--- src/rtl/serial_adder_arbiter.sv ---
// Purpose: two requesters share one bit-serial adder (two half adders plus a carry flop), granted round-robin.
// Latency: done pulses WIDTH cycles after ack; the next grant comes 2 cycles after done, so back-to-back ops repeat every WIDTH+2 cycles.
// Backpressure: req is held until its ack; requests arriving while busy stay pending and are arbitrated from IDLE.
module serial_adder_arbiter #(
    parameter int WIDTH = 8
) (
    input  logic             clk,
    input  logic             rst_n,
    input  logic [1:0]       req,
    input  logic [WIDTH-1:0] a0,
    input  logic [WIDTH-1:0] b0,
    input  logic [WIDTH-1:0] a1,
    input  logic [WIDTH-1:0] b1,
    output logic [1:0]       ack,
    output logic             busy,
    output logic             done,
    output logic             done_id,
    output logic [WIDTH-1:0] sum,
    output logic             cout
);

    localparam int CW = (WIDTH > 2) ? $clog2(WIDTH) : 1;

    typedef enum logic [1:0] {
        IDLE = 2'd0,
        RUN  = 2'd1,
        DONE = 2'd2
    } state_t;

    state_t           state_q, state_d;
    logic [WIDTH-1:0] a_q, a_d;
    logic [WIDTH-1:0] b_q, b_d;
    logic [WIDTH-1:0] r_q, r_d;
    logic             c_q, c_d;
    logic [CW-1:0]    cnt_q, cnt_d;
    logic             owner_q, owner_d;
    logic             rr_last_q, rr_last_d;
    logic [1:0]       ack_q, ack_d;
    logic             busy_q, busy_d;
    logic             done_q, done_d;
    logic             done_id_q, done_id_d;
    logic [WIDTH-1:0] sum_q, sum_d;
    logic             cout_q, cout_d;

    logic ha1_s, ha1_c, ha2_c, s_bit, c_next;
    logic winner;

    assign ha1_s  = a_q[0] ^ b_q[0];
    assign ha1_c  = a_q[0] & b_q[0];
    assign s_bit  = ha1_s ^ c_q;
    assign ha2_c  = ha1_s & c_q;
    assign c_next = ha1_c | ha2_c;

    // A lone requester wins outright; rr_last only matters on a tie.
    assign winner = (req == 2'b11) ? ~rr_last_q : req[1];

    always_comb begin
        state_d   = state_q;
        a_d       = a_q;
        b_d       = b_q;
        r_d       = r_q;
        c_d       = c_q;
        cnt_d     = cnt_q;
        owner_d   = owner_q;
        rr_last_d = rr_last_q;
        ack_d     = 2'b00;
        done_d    = 1'b0;
        done_id_d = done_id_q;
        sum_d     = sum_q;
        cout_d    = cout_q;

        case (state_q)
            IDLE: begin
                if (req != 2'b00) begin
                    a_d       = winner ? a1 : a0;
                    b_d       = winner ? b1 : b0;
                    r_d       = '0;
                    c_d       = 1'b0;
                    cnt_d     = '0;
                    owner_d   = winner;
                    rr_last_d = winner;
                    ack_d     = winner ? 2'b10 : 2'b01;
                    state_d   = RUN;
                end
            end
            RUN: begin
                a_d        = a_q >> 1;
                b_d        = b_q >> 1;
                // Sum bits are written in place by bit index; same result as shifting in at the MSB.
                r_d[cnt_q] = s_bit;
                c_d        = c_next;
                cnt_d      = cnt_q + CW'(1);
                if (cnt_q == CW'(WIDTH - 1)) begin
                    sum_d     = r_d;
                    cout_d    = c_next;
                    done_id_d = owner_q;
                    done_d    = 1'b1;
                    cnt_d     = '0;
                    state_d   = DONE;
                end
            end
            DONE: begin
                state_d = IDLE;
            end
            default: begin
                state_d = IDLE;
            end
        endcase

        busy_d = (state_d != IDLE);
    end

    always_ff @(posedge clk) begin
        if (!rst_n) begin
            state_q   <= IDLE;
            a_q       <= '0;
            b_q       <= '0;
            r_q       <= '0;
            c_q       <= 1'b0;
            cnt_q     <= '0;
            owner_q   <= 1'b0;
            rr_last_q <= 1'b1;
            ack_q     <= 2'b00;
            busy_q    <= 1'b0;
            done_q    <= 1'b0;
            done_id_q <= 1'b0;
            sum_q     <= '0;
            cout_q    <= 1'b0;
        end else begin
            state_q   <= state_d;
            a_q       <= a_d;
            b_q       <= b_d;
            r_q       <= r_d;
            c_q       <= c_d;
            cnt_q     <= cnt_d;
            owner_q   <= owner_d;
            rr_last_q <= rr_last_d;
            ack_q     <= ack_d;
            busy_q    <= busy_d;
            done_q    <= done_d;
            done_id_q <= done_id_d;
            sum_q     <= sum_d;
            cout_q    <= cout_d;
        end
    end

    assign ack     = ack_q;
    assign busy    = busy_q;
    assign done    = done_q;
    assign done_id = done_id_q;
    assign sum     = sum_q;
    assign cout    = cout_q;

endmodule
--- config.mk ---
export PLATFORM = sky130hd
export DESIGN_NAME = serial_adder_arbiter
export DESIGN_NICKNAME = d
export VERILOG_FILES = /design/src/rtl/serial_adder_arbiter.sv
export SDC_FILE = /design/constraint.sdc
export NUM_CORES = 1
export LEC_CHECK = 0
export ABC_AREA = 1
export CAP_MARGIN = 20
export CORE_AREA = 5 5 78 80
export DETAILED_ROUTE_END_ITERATION = 6
export DIE_AREA = 0 0 83 85
export PLACE_DENSITY_LB_ADDON = 0.3
export SYNTH_ARGS = -nofsm -noshare
export SYNTH_HDL_FRONTEND = slang
export SYNTH_SLANG_ARGS = --single-unit
--- constraint.sdc ---
create_clock -name clk -period 1.4 [get_ports clk]
set_input_delay 0.14 -clock clk [delete_from_list [all_inputs] [get_ports clk]]
set_output_delay 0.14 -clock clk [all_outputs]
set_load 0.01 [all_outputs]
Word-level counts from Yosys, hierarchy flattened
Cells that the tools add are included.
{"block": "word_totals", "ff_bits": 46, "in_bits": 36, "output_inout_bits": 14, "elab_cells": 59}
{"block": "op_classes", "n_addsub": 1, "magnitude_cmp": 2, "n_eq_ne": 4, "muxes": 22, "n_bitwise": 6, "reduce_logical": 10}
{"op": "8-bit one-hot mux with 2 select lines", "n": 3}
{"op": "8-bit 2-to-1 mux", "n": 5}
{"op": "8-bit bitwise mux", "n": 1}
{"op": "2-bit AND reduction", "n": 4}
{"op": "2-bit 2-to-1 mux", "n": 3}
{"op": "3-bit 2-to-1 mux", "n": 2}
{"op": "3-bit one-hot mux with 2 select lines", "n": 1}
{"op": "2-bit nonzero test", "n": 3}
{"op": "3-bit by 4-bit less-than comparator with 1-bit output (second input constant)", "n": 1}
{"op": "1-bit 2-to-1 mux", "n": 4}
{"op": "2-bit one-hot mux with 2 select lines", "n": 1}
{"op": "3-bit by 1-bit adder with 3-bit output (second input constant)", "n": 1}
{"op": "1-bit demux with 3-bit select", "n": 1}
{"op": "3-bit equality test (second input constant)", "n": 1}
{"op": "3-bit by 1-bit >= comparator with 1-bit output (second input constant)", "n": 1}
{"op": "3-bit AND reduction", "n": 1}
{"op": "1-bit AND", "n": 2}
{"op": "2-bit by 1-bit equality test with 1-bit output (second input constant)", "n": 1}
{"op": "2-bit equality test (second input constant)", "n": 1}
{"op": "2-bit logical NOT", "n": 1}
{"op": "2-bit inequality test (second input constant)", "n": 1}
{"op": "1-bit one-hot mux with 2 select lines", "n": 1}
{"op": "1-bit bitwise XOR", "n": 2}
{"op": "1-bit logical AND", "n": 1}
{"op": "other kinds (2)", "n": 2}

Logic depth before layout (Yosys ltp)
{"block": "depth", "ltp_word": 6, "ltp_mapped": 8}

Worst setup path before layout
Ideal clock, no wire load.
{"block": "synth_path", "path_kind": "flip-flop to flip-flop", "startpoint": "register a_q[0]", "endpoint": "register r_q[0]", "setup_ns": 0.112, "t_arrival_ns": 1.226, "required_ns": 1.288, "path_slack_ns": 0.061, "path_stages_with_launch": 6, "period_less_slack_ns": 1.339, "path_cell_list": "dfxtp_1 fa_1 inv_1 nand4_1 nand3_1 nand2_1"}
{"block": "synth_between", "elab_chain_len": 4}
{"element": "start, declared", "line_no": "31", "text": "logic [WIDTH-1:0] a_q, a_d;"}
{"element": "start signal, assigned", "line_no": "116", "text": "a_q <= '0;"}
{"element": "start signal, assigned", "line_no": "131", "text": "a_q <= a_d;"}
{"element": "1-bit bitwise XOR", "line_no": "48", "text": "assign ha1_s = a_q[0] ^ b_q[0];"}
{"element": "1-bit bitwise XOR", "line_no": "50", "text": "assign s_bit = ha1_s ^ c_q;"}
{"element": "8-bit bitwise mux", "line_no": "90", "text": "r_d[cnt_q] = s_bit;"}
{"element": "8-bit one-hot mux with 2 select lines", "line_no": "72", "text": "case (state_q)"}
{"element": "end signal, assigned", "line_no": "133", "text": "r_q <= r_d;"}
{"element": "end, declared", "line_no": "33", "text": "logic [WIDTH-1:0] r_q, r_d;"}
No other way between the ends.
A chain may end at the register's enable or synchronous reset.

Worst setup path after layout
{"block": "layout_path", "startpoint": "register a_q[0]", "endpoint": "register r_q[7]"}
Same word-level chain as after synthesis.

==> flow_summary.yaml <==
run_status:
  status: "complete, but fails checks"
  failed_checks: "setup timing"
worst_setup_path:
  start_kind: "register"
  cpMaxStageDelayCell: "fa_2"
  cp_max_fo: 6
  worstPathRequired_ns: 1.65
  slowest_delay_ns: 0.65
  crit_buf_inv: 1
  critPathKind: "register to register"
  worstPathCellList: "fa_2 > inv_2 > nand4_1 > nand3_1 > a21oi_2"
  crit_arrival_ns: 1.68
  crit_family: "adder cells"
  end_kind: "register"
global_route:
  grt_pass1_vias: 2289
  antenna_found_initial: 0
  grt-busiest-layer: "met2"
  track_usage: 0.170
  grt_pass1_wl_um: 10000
  use_met3: 0.0369
  grt_max_degree: 20
  grt_overflow_total: 0
  met2_usage: 0.303
  grt_util_met1: 0.197
yosys:
  synth_compound_area_frac: 0.0740
  synth_area_per_cell_um2: 6.87
  synth_top_area_frac: 0.389
  syn-num-nets: 384
  synth_top_cells_by_count: "88 x nand2_1, 49 x nor2_1, 46 x dfxtp_1"
  synth-seq-area-share: 0.389
  synthMuxAreaShare: 0
  synthSimpleGateAreaFrac: 0.396
  synth_fa_ha_area_frac: 0.0190
  yosys.cell_count.top_type: "nand2_1"
  synth_top_area_cell: "dfxtp_1"
  synth_top_family_by_area: "simple AND/OR/NAND/NOR gates"
  synthDistinctLibCells: 25
  synth_area_mm2: 0.00237
  synth_seq_cells: 46
  synth_xor_area_frac: 0
  synth_warnings: 0
  synth_edf_count: 0
  netlist_instances: 345
  ys_async_sr_fraction: 0
  synthFlopType: "dfxtp_1"
  synth_area_leaders: "dfxtp_1 39%, nand2_1 14%, nor2_1 7.8%"
timing:
  hold_viol: 0
  fin_crit_sh: 1.02
  rsz0062_at_grt: "true"
  setup_viol: 1
  fin_crit_ns: 1.43
  postLayoutSetupSlackWorst_ns: -0.0284
  slew_violations: 0
  slew_headroom: 0.804
  max_freq_mhz: 700
  skew_ns: 0.00751
  worstMarginPinSlew_ns: 0.293
  finalSetupTns_ns: -0.0284
routing:
  vias_per_cell: 4.80
  vias: 2296
  route.detailed.drc: 0
  ant_nets: 0
  drtPass1Iterations: 4
  wl_per_cell_um: 11.8
  drt_iter0_drc: 135
  wl_um: 5650
pwr:
  seqPwrFrac: 0.445
  switching_power_mw: 0.959
  p_leak_nw: 1.56
  vdd_drop_max_uv: 567
  power_density_mw_per_mm2: 1040
  clkPwrFrac: 0.308
  pwr-share-comb: 0.247
  sw_frac_of_total: 0.292
  p_int_mw: 2.33
die:
  io_pins: 50
  core-area_mm2: 0.00534
  die-area_mm2: 0.00706
  rows: 27
  die_h_um: 85
  fp.dieW_um: 83
  start_util: 0.444
run:
  drv_cap: 0
layout:
  layout-drive-gt1-share: 0.123
  diodes: 0
  finalInstanceArea_mm2: 0.00316
  nets: 444
  syn_to_final_growth_pct: 33.3
clocking:
  clkTransAtPathRegs_ns: 0.09
  ctsHoldBuffers: 0
  cts_made_buffers: 5
  clk_latency_ns: 0.31
  htree_levels: 2
  clock-sinks: 46
  cts_buffer_depth: 2
  clk_root_buffer_cell: "clkbuf_8"
  cts_tree: "yes"
place:
  gp_congestion: 0.769
  placed_cell_area_mm2: 0.00301
  dp_hpwl_um: 4140
  place_ws_ns: -0.137
  numPortBuffers: 49
hold_path:
  hold_path_class: "primary input to register"
==> final timing paths <==
check	start	endpoint	slack, ns	cells after the start
worst max-delay path	a_q[0]	r_q[7]	-0.03	5
worst min-delay path	b1[7]	b_q[7]	0.41	3
worst max register to register	a_q[0]	r_q[7]	-0.03	5
worst min register to register	r_q[2]	r_q[2]	0.45	2
==> cell usage in the layout (no fill, tap or decap), types with 5 or more instances in the layout <==
cell type,synthesis,final
o21ai_1,14,15
nand3_1,25,25
inv_1,43,42
nand2_1,88,88
buf_4,2,15
clkdlybuf4s50_1,0,49
inv_2,5,5
nand4_1,12,12
nand3b_1,14,14
clkbuf_8,0,5
dfxtp_1,46,43
o21ai_0,10,9
nor2_1,49,49
==> stage by stage <==
stage	cells	total power [mW]	hold WS, ns	utilization
finish	478	3.29	0.409	0.592
CTS	477	3.30	0.406	0.586
floorplan	345	2.01	0.283	-
global route	478	3.48	0.435	0.592
detailed placement	469	2.27	0.430	0.564
global placement	469	2.26	0.422	0.564
==> cell families (layout without fill, tap and decap cells) <==
family,Yosys count,in the layout
simple gates,201,201
buf+inv,63,124
flops,46,46
fa+ha+maj,3,3
compound gates,32,32
==> metal layers <==
layer	up-vias	routed length, um
met5	-	0
met4	0	119
met3	12	201
met2	49	2750
met1	1030	2580
li1	1205	-
==> worst reg2reg max path, cell delays in order (launching register included) <==
cell	delay [ns]
dfxtp_2	0.34
fa_2	0.65
inv_2	0.08
nand4_1	0.10
nand3_1	0.09
a21oi_2	0.12
==> final cells by class <==
| class | count | area, um2 |
|---|---|---|
| Clock buffer | 5 | 68.8 |
| Clock inverter | 3 | 43.8 |
| Fill cell | 534 | 2180 |
| Inverter | 48 | 183 |
| Multi-Input combinational cell | 236 | 1160 |
| Sequential cell | 46 | 925 |
| Tap cell | 72 | 90.1 |
| Timing Repair Buffer | 68 | 683 |
==> state kept, by name (all words and copies together), names as in the netlist <==
name	count
busy	1
a_q	8
owner_q	1
done_id	1
b_q	8
cnt_q	3
state_q	2
rr_last_q	1
done	1
c_q	1
ack	2
r_q	8
cout	1
sum	8
==> timing repair <==
item | in CTS | in global routing
pin swaps | 0 | 15
endpoints found under the setup margin | 11 | 14
resized for setup | 5 | 3
setup buffers | 0 | 1
==> power groups by stage <==
| stage | clock (mW) | sequential [mW] | combinational [mW] |
|---|---|---|---|
| after floorplan | 0 | 1.48 | 0.527 |
| after global placement | 0 | 1.49 | 0.769 |
| after detailed placement | 0 | 1.49 | 0.784 |
| after CTS | 1.04 | 1.46 | 0.797 |
| after global routing | 1.09 | 1.48 | 0.912 |
| final | 1.01 | 1.46 | 0.811 |
No activity file was read; power rests on OpenSTA's default activity.
